### src/rtl/sdpram_fifo_ctrl_if.sv
// Bundle of the stream handshakes and the external SDPRAM port for
// sdpram_fifo_ctrl. The slave modport is the controller's view; the master
// modport is the view of the surrounding logic (stream source/sink plus RAM).
interface sdpram_fifo_ctrl_if #(
  parameter int unsigned ADDR_WIDTH = 4,
  parameter int unsigned DATA_WIDTH = 8
);
  logic                  flush;
  logic                  s_valid;
  logic                  s_ready;
  logic [DATA_WIDTH-1:0] s_data;
  logic                  s_afull;
  logic                  m_valid;
  logic                  m_ready;
  logic [DATA_WIDTH-1:0] m_data;
  logic [ADDR_WIDTH:0]   level;
  logic                  ram_wr_en;
  logic [ADDR_WIDTH-1:0] ram_wr_addr;
  logic [DATA_WIDTH-1:0] ram_wr_data;
  logic [ADDR_WIDTH-1:0] ram_rd_addr;
  logic [DATA_WIDTH-1:0] ram_rd_data;

  modport slave (
    input  flush, s_valid, s_data, m_ready, ram_rd_data,
    output s_ready, s_afull, m_valid, m_data, level,
           ram_wr_en, ram_wr_addr, ram_wr_data, ram_rd_addr
  );

  modport master (
    output flush, s_valid, s_data, m_ready, ram_rd_data,
    input  s_ready, s_afull, m_valid, m_data, level,
           ram_wr_en, ram_wr_addr, ram_wr_data, ram_rd_addr
  );
endinterface

### src/rtl/sdpram_fifo_ctrl.sv
// Single-clock FWFT FIFO controller driving an external distributed SDPRAM
// with a combinational read port. Words are committed to the RAM, then moved
// into a registered output stage that presents them on the m_* handshake.
module sdpram_fifo_ctrl #(
  parameter int unsigned ADDR_WIDTH  = 4,
  parameter int unsigned DATA_WIDTH  = 8,
  parameter int unsigned AFULL_LEVEL = 12
) (
  input  logic               clk,
  input  logic               rst_n,
  sdpram_fifo_ctrl_if.slave  bus
);

  localparam int unsigned          DEPTH   = 1 << ADDR_WIDTH;
  localparam logic [ADDR_WIDTH:0]  C_DEPTH = (ADDR_WIDTH+1)'(DEPTH);
  localparam logic [ADDR_WIDTH:0]  C_AFULL = (ADDR_WIDTH+1)'(AFULL_LEVEL);

  localparam logic [0:0] ST_EMPTY = 1'b0;
  localparam logic [0:0] ST_FULL  = 1'b1;

  logic [ADDR_WIDTH-1:0] r_wr_ptr;
  logic [ADDR_WIDTH-1:0] r_rd_ptr;
  logic [ADDR_WIDTH:0]   r_ram_cnt;
  logic [ADDR_WIDTH:0]   r_level;
  logic                  r_afull;
  logic [0:0]            r_state;
  logic [DATA_WIDTH-1:0] r_m_data;

  logic                  w_m_valid;
  logic                  w_s_ready;
  logic                  w_push;
  logic                  w_pop;
  logic                  w_load;
  logic                  w_m_valid_nxt;
  logic [ADDR_WIDTH:0]   w_ram_cnt_nxt;
  logic [ADDR_WIDTH:0]   w_level_nxt;

  // Handshake decode and next occupancy. A load needs a committed word, so
  // a word written this cycle is never the one being read.
  always_comb begin
    w_m_valid     = (r_state == ST_FULL);
    w_s_ready     = (r_ram_cnt != C_DEPTH);
    w_push        = bus.s_valid & w_s_ready;
    w_pop         = w_m_valid & bus.m_ready;
    w_load        = (r_ram_cnt != '0) & (~w_m_valid | w_pop);
    w_m_valid_nxt = w_load | (w_m_valid & ~w_pop);
    w_ram_cnt_nxt = r_ram_cnt + {{ADDR_WIDTH{1'b0}}, w_push}
                              - {{ADDR_WIDTH{1'b0}}, w_load};
    w_level_nxt   = w_ram_cnt_nxt + {{ADDR_WIDTH{1'b0}}, w_m_valid_nxt};
  end

  // Pointers, RAM occupancy, output stage and registered level/afull.
  always_ff @(posedge clk or negedge rst_n) begin
    if (!rst_n) begin
      r_wr_ptr  <= '0;
      r_rd_ptr  <= '0;
      r_ram_cnt <= '0;
      r_level   <= '0;
      r_afull   <= 1'b0;
      r_state   <= ST_EMPTY;
      r_m_data  <= '0;
    end else if (bus.flush) begin
      // m_data deliberately holds; only the bookkeeping is cleared.
      r_wr_ptr  <= '0;
      r_rd_ptr  <= '0;
      r_ram_cnt <= '0;
      r_level   <= '0;
      r_afull   <= 1'b0;
      r_state   <= ST_EMPTY;
    end else begin
      r_wr_ptr  <= r_wr_ptr + ADDR_WIDTH'(w_push);
      r_rd_ptr  <= r_rd_ptr + ADDR_WIDTH'(w_load);
      r_ram_cnt <= w_ram_cnt_nxt;
      r_level   <= w_level_nxt;
      r_afull   <= (w_level_nxt >= C_AFULL);
      r_state   <= w_m_valid_nxt ? ST_FULL : ST_EMPTY;
      if (w_load) begin
        r_m_data <= bus.ram_rd_data;
      end
    end
  end

  // Output drive; RAM writes are suppressed during flush and reset.
  always_comb begin
    bus.s_ready     = w_s_ready;
    bus.s_afull     = r_afull;
    bus.m_valid     = w_m_valid;
    bus.m_data      = r_m_data;
    bus.level       = r_level;
    bus.ram_wr_en   = w_push & ~bus.flush & rst_n;
    bus.ram_wr_addr = r_wr_ptr;
    bus.ram_wr_data = bus.s_data;
    bus.ram_rd_addr = r_rd_ptr;
  end

endmodule

### src/flat_wrapper.sv
// flat-port wrapper written by rule: the top's interface ports become plain ports
module sdpram_fifo_ctrl_flat 
#(
  parameter int unsigned ADDR_WIDTH  = 4,
  parameter int unsigned DATA_WIDTH  = 8,
  parameter int unsigned AFULL_LEVEL = 12
)
  (clk, rst_n, bus_flush, bus_s_valid, bus_s_data, bus_m_ready, bus_ram_rd_data, bus_s_ready, bus_s_afull, bus_m_valid, bus_m_data, bus_level, bus_ram_wr_en, bus_ram_wr_addr, bus_ram_wr_data, bus_ram_rd_addr);
  sdpram_fifo_ctrl_if #(.ADDR_WIDTH(ADDR_WIDTH), .DATA_WIDTH(DATA_WIDTH)) bus_i ();
  input  logic clk;
  input  logic rst_n;
  input wire logic [$bits(bus_i.flush)-1:0] bus_flush;
  input wire logic [$bits(bus_i.s_valid)-1:0] bus_s_valid;
  input wire logic [$bits(bus_i.s_data)-1:0] bus_s_data;
  input wire logic [$bits(bus_i.m_ready)-1:0] bus_m_ready;
  input wire logic [$bits(bus_i.ram_rd_data)-1:0] bus_ram_rd_data;
  output wire logic [$bits(bus_i.s_ready)-1:0] bus_s_ready;
  output wire logic [$bits(bus_i.s_afull)-1:0] bus_s_afull;
  output wire logic [$bits(bus_i.m_valid)-1:0] bus_m_valid;
  output wire logic [$bits(bus_i.m_data)-1:0] bus_m_data;
  output wire logic [$bits(bus_i.level)-1:0] bus_level;
  output wire logic [$bits(bus_i.ram_wr_en)-1:0] bus_ram_wr_en;
  output wire logic [$bits(bus_i.ram_wr_addr)-1:0] bus_ram_wr_addr;
  output wire logic [$bits(bus_i.ram_wr_data)-1:0] bus_ram_wr_data;
  output wire logic [$bits(bus_i.ram_rd_addr)-1:0] bus_ram_rd_addr;
  assign bus_i.flush = bus_flush;
  assign bus_i.s_valid = bus_s_valid;
  assign bus_i.s_data = bus_s_data;
  assign bus_i.m_ready = bus_m_ready;
  assign bus_i.ram_rd_data = bus_ram_rd_data;
  assign bus_s_ready = bus_i.s_ready;
  assign bus_s_afull = bus_i.s_afull;
  assign bus_m_valid = bus_i.m_valid;
  assign bus_m_data = bus_i.m_data;
  assign bus_level = bus_i.level;
  assign bus_ram_wr_en = bus_i.ram_wr_en;
  assign bus_ram_wr_addr = bus_i.ram_wr_addr;
  assign bus_ram_wr_data = bus_i.ram_wr_data;
  assign bus_ram_rd_addr = bus_i.ram_rd_addr;
  sdpram_fifo_ctrl #(.ADDR_WIDTH(ADDR_WIDTH), .DATA_WIDTH(DATA_WIDTH), .AFULL_LEVEL(AFULL_LEVEL)) u_core (.clk(clk), .rst_n(rst_n), .bus(bus_i));
endmodule
### config.mk
export PLATFORM = sky130hd
export DESIGN_NAME = sdpram_fifo_ctrl_flat
export DESIGN_NICKNAME = d
export VERILOG_FILES = /design/src/rtl/sdpram_fifo_ctrl_if.sv /design/src/rtl/sdpram_fifo_ctrl.sv /design/src/flat_wrapper.sv
export SDC_FILE = /design/constraint.sdc
export NUM_CORES = 1
export LEC_CHECK = 0
export ABC_AREA = 1
export CORE_MARGIN = 2
export CORE_UTILIZATION = 25
export CTS_CLUSTER_SIZE = 28
export DETAILED_ROUTE_END_ITERATION = 16
export PLACE_DENSITY = 0.48
export SYNTH_ARGS = -nofsm -noshare
export SYNTH_HDL_FRONTEND = slang
export SYNTH_SLANG_ARGS = --single-unit
### constraint.sdc
create_clock -name clk -period 2.6 [get_ports clk]
set_input_delay 0.26 -clock clk [delete_from_list [all_inputs] [get_ports clk]]
set_output_delay 0.26 -clock clk [all_outputs]
set_load 0.01 [all_outputs]
* Word level (Yosys, flattened, before mapping)
Index checks and enable logic that the tools add are counted. Widths: inputs -> output; s select.
Storage, ports and cells: register bits after elaboration 28, bits of input ports 21, output and inout port bits 33, logic and storage cells 34
Operators by class: add/sub/neg operators 5, magnitude comparators 1, equality and inequality tests 1, multiplexer cells 7, bitwise operators 11, reduce and logical (&&, ||, !) cells 2
Operators with widths (count):
- $add 5x1->5 | 2
- $mux 5 | 2
- $add 4x1->4 | 2
- $mux 4 | 2
- $and 1x1->1 | 6
- $ge 5x4->1 const B | 1
- $ne 5x5->1 const B | 1
- $reduce_bool 5->1 | 1
- $sub 5x1->5 | 1
- $mux 1 | 3
- $not 1->1 | 3
- $or 1x1->1 | 2
- $reduce_and 2->1 | 1

* Depth between registers and ports, before layout
Gate-level depths: netlist (run 1).
depth after elaboration 7, gate-level depth with buffers 17, gate-level depth less buffers 17

* Worst setup path after synthesis (run 1)
Ideal clock, no wire load.
path kind reg-to-reg, start point register u_core.r_ram_cnt[3], end point register u_core.r_afull (netlist: u_core.bus.s_afull), library setup time 119 ps, arrival 2453 ps, data required time 2481 ps, path slack 28 ps, stages on the path, launching flop included 17, buffers on the path 0, clock period less this slack 2572 ps, cells stage by stage dfrtp_1 -> inv_1 -> ha_1 -> nand4_1 -> nand2_1 -> inv_2 -> ha_1 -> inv_1 -> ha_1 -> fa_1 -> ha_1 -> nand3_2 -> inv_1 -> nand3_1 -> nand2_1 -> nand3_1 -> nand2_1
On the way: cells in the longest elaborated chain, start to end 7, elaborated cells between the ends (all ways) 10, classes of those cells add/sub (3); order compare (1); eq/ne (1); mux (1); bitwise (3); reduce/logical (1)
Ends and longest elaborated chain:
- start: declaration | line sdpram_fifo_ctrl.sv:23 | logic [ADDR_WIDTH:0] r_ram_cnt;
- start signal: assignment | line sdpram_fifo_ctrl.sv:73 | r_ram_cnt <= w_ram_cnt_nxt;
- $ne 5x5->1 | line sdpram_fifo_ctrl.sv:42 | w_s_ready = (r_ram_cnt != C_DEPTH);
- $and 1x1->1 | line sdpram_fifo_ctrl.sv:43 | w_push = bus.s_valid & w_s_ready;
- $add 5x1->5 | line sdpram_fifo_ctrl.sv:47 | w_ram_cnt_nxt = r_ram_cnt + {{ADDR_WIDTH{1'b0}}, w_push}
- $sub 5x1->5 | line sdpram_fifo_ctrl.sv:48 | - {{ADDR_WIDTH{1'b0}}, w_load};
- $add 5x1->5 (*) | line sdpram_fifo_ctrl.sv:49 | w_level_nxt = w_ram_cnt_nxt + {{ADDR_WIDTH{1'b0}}, w_m_valid_nxt};
- $ge 5x4->1 (*) | line sdpram_fifo_ctrl.sv:75 | r_afull <= (w_level_nxt >= C_AFULL);
- $mux 1 (*) | line sdpram_fifo_ctrl.sv:62 | end else if (bus.flush) begin
- end signal: assignment | line sdpram_fifo_ctrl.sv:75
- end: declaration | line sdpram_fifo_ctrl.sv:25 | logic r_afull;
Every way passes the cells marked *; elsewhere a longest branch is shown, timed or not. A chain may end at the register's enable or synchronous reset.

* Final worst setup path (run 1)
start point register u_core.r_ram_cnt[2], end point register u_core.r_afull (netlist: u_core.bus.s_afull)
The elaborated chain is that of the path after synthesis.

==> flow_summary.yaml, run 1 <==
status:
  status: "completed"
floorplan:
  start_util: 0.258
  chipHeight_um: 81.9
  num_rows: 28
  ioPinCount: 54
  die_area_um2: 6710
  die_width_um: 81.9
  core_um2: 5890
detailed_routing:
  wl_per_cell_um: 11.5
  dr.first_iter.drc_count: 39
  vias_per_cell: 4.13
  ant_nets: 0
  drc: 0
  wl_um: 3400
  dr_total_vias: 1226
  firstDrtPassIters: 4
worst_setup_path:
  cp-end-kind: "register"
  cpPeakStageDelay_ns: 0.52
  crit_required_ns: 2.76
  cp_num_cells: 15
  crit_path_top_delay_cell: "fa_1"
  r2r_cells: 15
  critPathLaunchType: "register"
  cp.arrival_ns: 2.67
  path_common_cell: "inv_2"
  path_cells: "inv_2 > ha_4 > nand4_1 > nand2_1 > inv_2 > ha_4 > inv_2 > ha_4 > fa_1 > ha_2 > nand3_2 > inv_2 > nand3_1 > nand3_2 > nand2_1"
  critPathTopFamily: "adder cells"
  crit_fanout: 2
  crit_buf_inv: 4
  worst-setup-path-type: "register to register"
synth:
  yosysWarnings: 0
  yosys.cell_types.count: 21
  synth_flop_cell: "dfrtp_1"
  syn_inst: 181
  synth.avg_cell_area_um2: 8.38
  netlist_area_um2: 1520
  synth_edf_count: 0
  async_flop_share: 1.00
  syn_nets: 215
  seq_area_frac_synth: 0.462
  ys_seq_elements: 28
grt:
  antenna_found_initial: 0
  grt_pass1_vias: 1284
  grt_pass1_wl_um: 5870
  grt_util_all_layers: 0.112
  grt-ovfl-total: 0
  grt_max_degree: 29
clock_tree:
  root_buffer: "clkbuf_8"
  cts_buffers: 3
  clkSlewWorstSetupHoldPaths_ns: 0.10
  insertion_delay_ns: 0.27
  hold_buffers: 0
  clock-sinks: 28
  clock_path_buffers: 2
  cts.htree.levels: 1
  cts_tree: "done"
job:
  drv_cap: 0
placed_design:
  io_buffers: 37
  dp_slack_ns: -0.0398
  hpwlAfterDp_um: 2490
  place_congestion: 0.747
sta:
  period_minus_slack_ns: 2.50
  fmax_mhz: 399
  finalHoldViolCount: 0
  clock_skew_ns: 0.0102
  timing.slew.headroom: 0.758
  worst_pin_slew_ns: 0.364
  maxSlewViolCount: 0
  setup_viol: 0
  fin_ws_ns: 0.0965
  whs_ns: 0.435
  rsz0062_at_grt: "true"
  period_share: 0.963
layout:
  area_growth_pct: 37.3
  fin_util: 0.354
  layout-drive-gt1-share: 0.149
  nNetsFinal: 258
  antenna_cells: 0
power:
  ir_worst_vdd_uv: 471
  power.density_nw_per_um2: 1310
  p_leak_uw: 0.00105
  report.power.total_uw: 2720
worst_hold_path:
  hold_class: "primary input to async pin"
-- flip-flops by register name, summed over array words and instances (netlist names) --
| name | cells |
|---|---|
| u_core.bus.m_data | 8 |
| u_core.bus.level | 5 |
| u_core.r_ram_cnt | 5 |
| u_core.bus.ram_rd_addr | 4 |
| u_core.bus.ram_wr_addr | 4 |
| u_core.bus.m_valid | 1 |
| u_core.bus.s_afull | 1 |
-- metal layers --
layer,global-route usage,vias up,share of wire
met5,0,-,0
met4,0.0217,0,0.0056
met3,0.0275,6,0.060
met2,0.188,29,0.45
met1,0.147,547,0.48
li1,-,644,-
-- kinds of logic (layout without fill, tap and decap cells) --
kind of cell / Yosys count / count (layout) / share of synthesized area
and+or+nand+nor: 91 / 91 / 0.264
xor gates and xnor gates: 2 / 2 / 0.0116
DFF: 28 / 28 / 0.462
buffers and inverters: 39 / 80 / 0.124
adders and majority gates: 13 / 13 / 0.112
AOI/OAI and AO/OA: 8 / 8 / 0.0264
-- cell type report --
class | count | area [um2]
Tap cell | 75 | 93.8
Timing Repair Buffer | 49 | 460
Fill cell | 634 | 3800
Inverter | 28 | 105
Sequential cell | 28 | 701
Clock buffer | 3 | 41.3
Multi-Input combinational cell | 114 | 681
-- Yosys cell counts (2+ instances only) --
cell type / count / area share
nand2_1: 42 / 0.10
dfrtp_1: 28 / 0.46
inv_1: 26 / 0.064
nand3_1: 23 / 0.076
nor2_1: 16 / 0.040
ha_1: 12 / 0.099
buf_4: 8 / 0.040
a21oi_1: 6 / 0.020
nand2_2: 3 / 0.012
nand4_1: 3 / 0.012
inv_2: 2 / 0.0050
o21ai_0: 2 / 0.0066
xor2_1: 2 / 0.012
-- power breakdown --
| part | switching (uW) | internal (uW) |
|---|---|---|
| sequential | 81.1 | 601 |
| combinational | 955 | 854 |
| clock | 129 | 104 |
| total | 1160 | 1560 |
-- worst register-to-register path, cell delays in order (launching register included) --
cell	delay (ns)
dfrtp_1	0.40
inv_2	0.09
ha_4	0.13
nand4_1	0.10
nand2_1	0.10
inv_2	0.05
ha_4	0.25
inv_2	0.04
ha_4	0.15
fa_1	0.52
ha_2	0.20
nand3_2	0.07
inv_2	0.07
nand3_1	0.10
nand3_2	0.09
nand2_1	0.05
-- through the flow --
step	area (um2)	TNS, ns	cells
CTS	2040	0	296
detailed placement	1970	-0.0685	292
global placement	1970	-0.00817	292
finish	2080	0	297
floorplan	1520	0	181
global route	2080	-0.157	297
-- placed cells by master, fill, tap and decap left out --
| master | synthesis | routed |
|---|---|---|
| buf_4 | 8 | 12 |
| nor2_2 | 1 | 1 |
| nand4_1 | 3 | 3 |
| nand2_1 | 42 | 41 |
| clkdlybuf4s50_1 | 0 | 37 |
| a21oi_1 | 6 | 6 |
| nand2_2 | 3 | 4 |
| clkbuf_8 | 1 | 3 |
| o21ai_0 | 2 | 2 |
| ha_4 | 0 | 3 |
| ha_1 | 12 | 8 |
| inv_2 | 2 | 6 |
| nand3_2 | 1 | 3 |
| nor2_1 | 16 | 16 |
| dfrtp_1 | 28 | 28 |
| nand3_1 | 23 | 21 |
| fa_1 | 1 | 1 |
| nand3b_1 | 1 | 1 |
| xor2_1 | 2 | 2 |
| or2_1 | 1 | 1 |
| inv_1 | 26 | 22 |
| ha_2 | 0 | 1 |
-- what timing repair did --
item,in CTS,in global routing
pin swaps,4,12
gates resized for setup,5,8
setup endpoints to repair,3,4
buffers inserted,1,1
-- final timing paths --
path	start	to	slack, ns
worst max-delay path	u_core.r_ram_cnt[2]	u_core.bus.s_afull	0.1
worst min-delay path	rst_n	u_core.bus.ram_rd_addr[2]	0.44
worst max register to register	u_core.r_ram_cnt[2]	u_core.bus.s_afull	0.1
worst min register to register	u_core.bus.m_data[3]	u_core.bus.m_data[3]	0.48
max in group asynchronous	rst_n	u_core.r_ram_cnt[3]	1.90
min in group clk	u_core.bus.m_data[3]	u_core.bus.m_data[3]	0.48
No activity file was read; power rests on OpenSTA's default activity.
==> run 2: changes to the inputs <==
Settings changed: PLACE_DENSITY 0.48 to unset, SKIP_CTS_REPAIR_TIMING set to 1.
==> run 2 against run 1 <==
Critical path depth up 1. Combinational power is essentially flat. Clock power increased by 16%. Global-route usage fell by 1.1 points. Design area rose by 0.54%. Worst setup slack got worse by 0.042 ns. Count of clock-buffer cells in the layout up 1. Routed wire length shrank 2.9%. Flip-flop and latch count stayed put. Non-clock buffer count down 1.
==> flow_summary.yaml, run 2 (same netlist as run 1, synthesis figures left out) <==
worst_setup_path:
  critPathLaunchType: "register"
  cp.arrival_ns: 2.76
  critPathTopFamily: "adder cells"
  cp-end-kind: "register"
  crit_buf_inv: 4
  crit_fanout: 3
  cpPeakStageDelay_ns: 0.54
  crit_required_ns: 2.82
  worstSetupStartpoint: "u_core.r_ram_cnt[3]"
  path_common_cell: "inv_2"
  reg2reg_from: "u_core.r_ram_cnt[3]"
  path_cells: "inv_2 > ha_4 > nand4_1 > nand2_1 > inv_2 > ha_4 > inv_2 > ha_4 > fa_1 > ha_2 > nand3_2 > inv_2 > nand3_2 > nand2_2 > nand3_2 > nand2_1"
  worst-setup-path-type: "register to register"
  crit_path_top_delay_cell: "fa_1"
sta:
  fin_ws_ns: 0.0544
  fmax_mhz: 393
  finalHoldViolCount: 0
  setup_viol: 0
  rsz0062_at_grt: "true"
  worst_pin_slew_ns: 0.359
  maxSlewViolCount: 0
  period_share: 0.979
  timing.slew.headroom: 0.761
  clock_skew_ns: 0.00562
  period_minus_slack_ns: 2.55
layout:
  layout-drive-gt1-share: 0.158
  area_growth_pct: 38.0
  largest_register_ffs: 8
  fin_util: 0.356
  nNetsFinal: 257
  layout_commonest_cell: "nand2_1"
  finalNonFillerCells: 297
  final_cell_mix: "39 x nand2_1, 37 x clkdlybuf4s50_1, 28 x dfrtp_1"
  antenna_cells: 0
  stdcell_area_um2: 2090
detailed_routing:
  wl_um: 3300
  wl_per_cell_um: 11.1
  firstDrtPassIters: 4
  drc: 0
  ant_nets: 0
  vias_per_cell: 4.22
  dr.first_iter.drc_count: 52
  dr_total_vias: 1253
clock_tree:
  cts.htree.levels: 1
  clock_path_buffers: 2
  insertion_delay_ns: 0.28
  root_buffer: "clkbuf_8"
  cts_tree: "done"
  cts_buffers: 3
  clock-sinks: 28
  clkSlewWorstSetupHoldPaths_ns: 0.10
floorplan:
  ioPinCount: 54
  die_width_um: 81.9
  start_util: 0.258
  chipHeight_um: 81.9
  die_area_um2: 6710
  num_rows: 28
  core_um2: 5890
placed_design:
  post_dp_cell_area_um2: 1960
  hpwlAfterDp_um: 2420
  place_congestion: 0.774
  dp_slack_ns: -0.0221
  io_buffers: 37
  dp_cells: 290
power:
  power.density_nw_per_um2: 1320
  ir_worst_vdd_uv: 614
  report.power.total_uw: 2750
  p_leak_uw: 0.00105
worst_hold_path:
  hold_class: "primary input to async pin"
grt:
  grt_pass1_vias: 1151
  grt-ovfl-total: 0
  grt_max_degree: 29
  grt_pass1_wl_um: 5220
  grt_util_all_layers: 0.101
  antenna_found_initial: 0
job:
  drv_cap: 0
status:
  status: "completed"
## run 2: changes by cell type in the layout (fill, tap and decap cells not counted), sizes merged
| cell | before | now |
|---|---|---|
| clkbuf | 3 | 4 |
| buf | 12 | 11 |
## run 2: area by class of cell
class | count | area [um2]
fillers | 610 | 3790
flip-flops and latches | 28 | 701
multi-input cells | 114 | 686
repair buffers | 48 | 453
inverters | 28 | 105
well taps | 75 | 93.8
clock buffers | 4 | 55.1
## run 2: path summary, 6_finish.rpt
kind | endpoint | slack (ns) | depth (start not counted)
worst max register to register | u_core.bus.s_afull | 0.05 | 16
worst max-delay path | u_core.bus.s_afull | 0.05 | 16
min in group clk | u_core.bus.m_data[3] | 0.48 | 2
worst min-delay path | u_core.r_ram_cnt[2] | 0.42 | 2
worst min register to register | u_core.bus.m_data[3] | 0.48 | 2
max in group asynchronous | u_core.bus.ram_rd_addr[3] | 1.91 | 2
## run 2: worst register-to-register path, delay by kind of cell (launching register included)
| kind | cells | cell delay, ns |
|---|---|---|
| adders and majority gates | 5 | 1.27 |
| and+or+nand+nor | 7 | 0.55 |
| DFF | 1 | 0.41 |
| buffers and inverters | 4 | 0.25 |
## run 2: power breakdown
group	switching [uW]	internal, uW	total [uW]
clock	135	136	271
sequential	82.0	601	683
combinational	961	840	1800
## run 2: metal layers
layer / up-vias / global-route usage / share of wire
met1: 573 / 0.134 / 0.48
met4: 0 / 0.0150 / 0.0055
met5: - / 0 / 0
met2: 34 / 0.164 / 0.45
li1: 642 / - / -
met3: 4 / 0.0308 / 0.070
## run 2: through the flow
step	hold slack, ns	setup TNS, ns
after global placement	0.455	0
after detailed placement	0.464	-0.0328
after floorplan	-0.0356	0
after global routing	0.448	-0.154
after CTS	0.453	-0.116
final	0.424	0
==> run 3: changes to the inputs <==
Settings changed: SETUP_SLACK_MARGIN set to 0.05, SLEW_MARGIN set to 10.
==> run 3 against run 2 <==
Via count up 0.64%. Clock skew down 0.0038 ns. First-iteration DRC count down 21%. Routed wire length down 0.15%. Total power about the same. Flip-flop and latch count unchanged. Sequential share of layout area about the same. Sequential power about the same. Critical path type unchanged. Die area unchanged. Worst setup slack better by 0.043 ns. Highest routed layer is now met3. Global-route usage up 0.46 points. Core utilization about the same.
==> flow_summary.yaml, run 3 (same netlist as run 1, synthesis figures left out) <==
detailed_routing:
  wl_per_cell_um: 11.1
  drc: 0
  ant_nets: 0
  vias_per_cell: 4.25
  firstDrtPassIters: 4
  dr.first_iter.drc_count: 41
  wl_um: 3300
  dr_total_vias: 1261
sta:
  period_minus_slack_ns: 2.50
  period_share: 0.963
  setup_viol: 0
  rsz0062_at_grt: "true"
  clock_skew_ns: 0.00180
  maxSlewViolCount: 0
  fmax_mhz: 400
  worst_pin_slew_ns: 0.359
  tns_ns: 0
  timing.slew.headroom: 0.761
  finalHoldViolCount: 0
floorplan:
  chipHeight_um: 81.9
  num_rows: 28
  die_width_um: 81.9
  core_um2: 5890
  ioPinCount: 54
  die_area_um2: 6710
  start_util: 0.258
worst_setup_path:
  crit_path_top_delay_cell: "fa_1"
  crit_buf_inv: 4
  critPathTopFamily: "adder cells"
  cp-end-kind: "register"
  worst-setup-path-type: "register to register"
  cpPeakStageDelay_ns: 0.51
  crit_required_ns: 2.77
  path_common_cell: "inv_2"
  cp.arrival_ns: 2.67
  crit_fanout: 2
  critPathLaunchType: "register"
  path_cells: "inv_2 > ha_4 > nand4_1 > nand2_1 > inv_2 > ha_4 > inv_2 > ha_4 > fa_1 > ha_2 > nand3_2 > inv_2 > nand3_1 > nand3_2 > nand2_1"
placed_design:
  place_congestion: 0.824
  io_buffers: 37
  hpwlAfterDp_um: 2410
clock_tree:
  root_buffer: "clkbuf_8"
  insertion_delay_ns: 0.27
  clock-sinks: 28
  clkSlewWorstSetupHoldPaths_ns: 0.09
  clock_path_buffers: 2
  cts_tree: "done"
  cts.htree.levels: 1
  cts_buffers: 3
power:
  clockPowerShare: 0.096
  switching_share: 0.428
  ir_worst_vdd_uv: 743
  p_comb_frac: 0.656
  seqPwrFrac: 0.248
  power_report.internal_total_uw: 1580
  p_leak_uw: 0.00105
  switchingPower_uw: 1180
  power.density_nw_per_um2: 1310
grt:
  grt_pass1_vias: 1283
  grt_pass1_wl_um: 5550
  antenna_found_initial: 0
  grt-ovfl-total: 0
  grt_max_degree: 29
  grt_util_all_layers: 0.105
layout:
  multi_input_area_um2: 688
  nNetsFinal: 257
  ff_latch_area_um2: 701
  layout-drive-gt1-share: 0.162
  fin_util: 0.356
  largest_register_ffs: 8
  antenna_cells: 0
  nFillCells: 611
  layout_commonest_cell: "nand2_1"
  area_growth_pct: 38.2
  final_cell_mix: "38 x nand2_1, 37 x clkdlybuf4s50_1, 28 x dfrtp_1"
status:
  status: "completed"
job:
  drv_cap: 0
worst_hold_path:
  hold_class: "primary input to async pin"
-- run 3: per-stage QoR --
step	total power, uW	area [um2]	hold slack [ns]	instances	setup WS, ns
finish	2750	2100	0.402	297	0.0974
global route	3080	2100	0.443	297	-0.0427
CTS	2590	2020	0.427	294	0.0112
detailed placement	2300	1960	0.458	290	0.00314
global placement	2300	1960	0.455	290	0.0209
floorplan	1740	1520	-0.0356	181	0.0702
-- run 3: final timing paths --
kind	slack [ns]	cells after the start	start	endpoint
min reg2reg	0.48	2	u_core.bus.m_data[5]	u_core.bus.m_data[5]
max in group asynchronous	1.93	2	rst_n	u_core.r_ram_cnt[2]
max reg2reg	0.1	15	u_core.r_ram_cnt[3]	u_core.bus.s_afull
min	0.40	2	rst_n	u_core.bus.level[4]
max	0.1	15	u_core.r_ram_cnt[3]	u_core.bus.s_afull
min in group clk	0.48	2	u_core.bus.m_data[5]	u_core.bus.m_data[5]
-- run 3: power groups by stage --
stage | logic, uW | clock network, uW | registers, uW
CTS | 1630 | 277 | 682
global placement | 1610 | 0 | 690
floorplan | 992 | 0 | 748
detailed placement | 1610 | 0 | 688
finish | 1810 | 264 | 683
global route | 2080 | 297 | 703
-- run 3: area by class of cell --
| type | instances | share of cell area |
|---|---|---|
| flip-flops and latches | 28 | 0.334 |
| multi-input cells | 114 | 0.328 |
| repair buffers | 48 | 0.216 |
| inverters | 28 | 0.0501 |
| well taps | 75 | 0.0448 |
| clock buffers | 4 | 0.0263 |
-- run 3: per-layer routing --
layer | vias up | wire [um] | part of all wire | global-route usage
li1 | 641 | - | - | -
met1 | 580 | 1560 | 0.47 | 0.136
met2 | 40 | 1470 | 0.45 | 0.176
met3 | 0 | 270 | 0.082 | 0.0363
met4 | 0 | 0 | 0 | 0.0100
met5 | - | 0 | 0 | 0
-- run 3: worst reg2reg max path: cells and delay by family, from the launching register on --
family,cells,cell delay [ns]
DFF,1,0.42
and+or+nand+nor,6,0.51
buffers and inverters,4,0.25
adders and majority gates,5,1.23
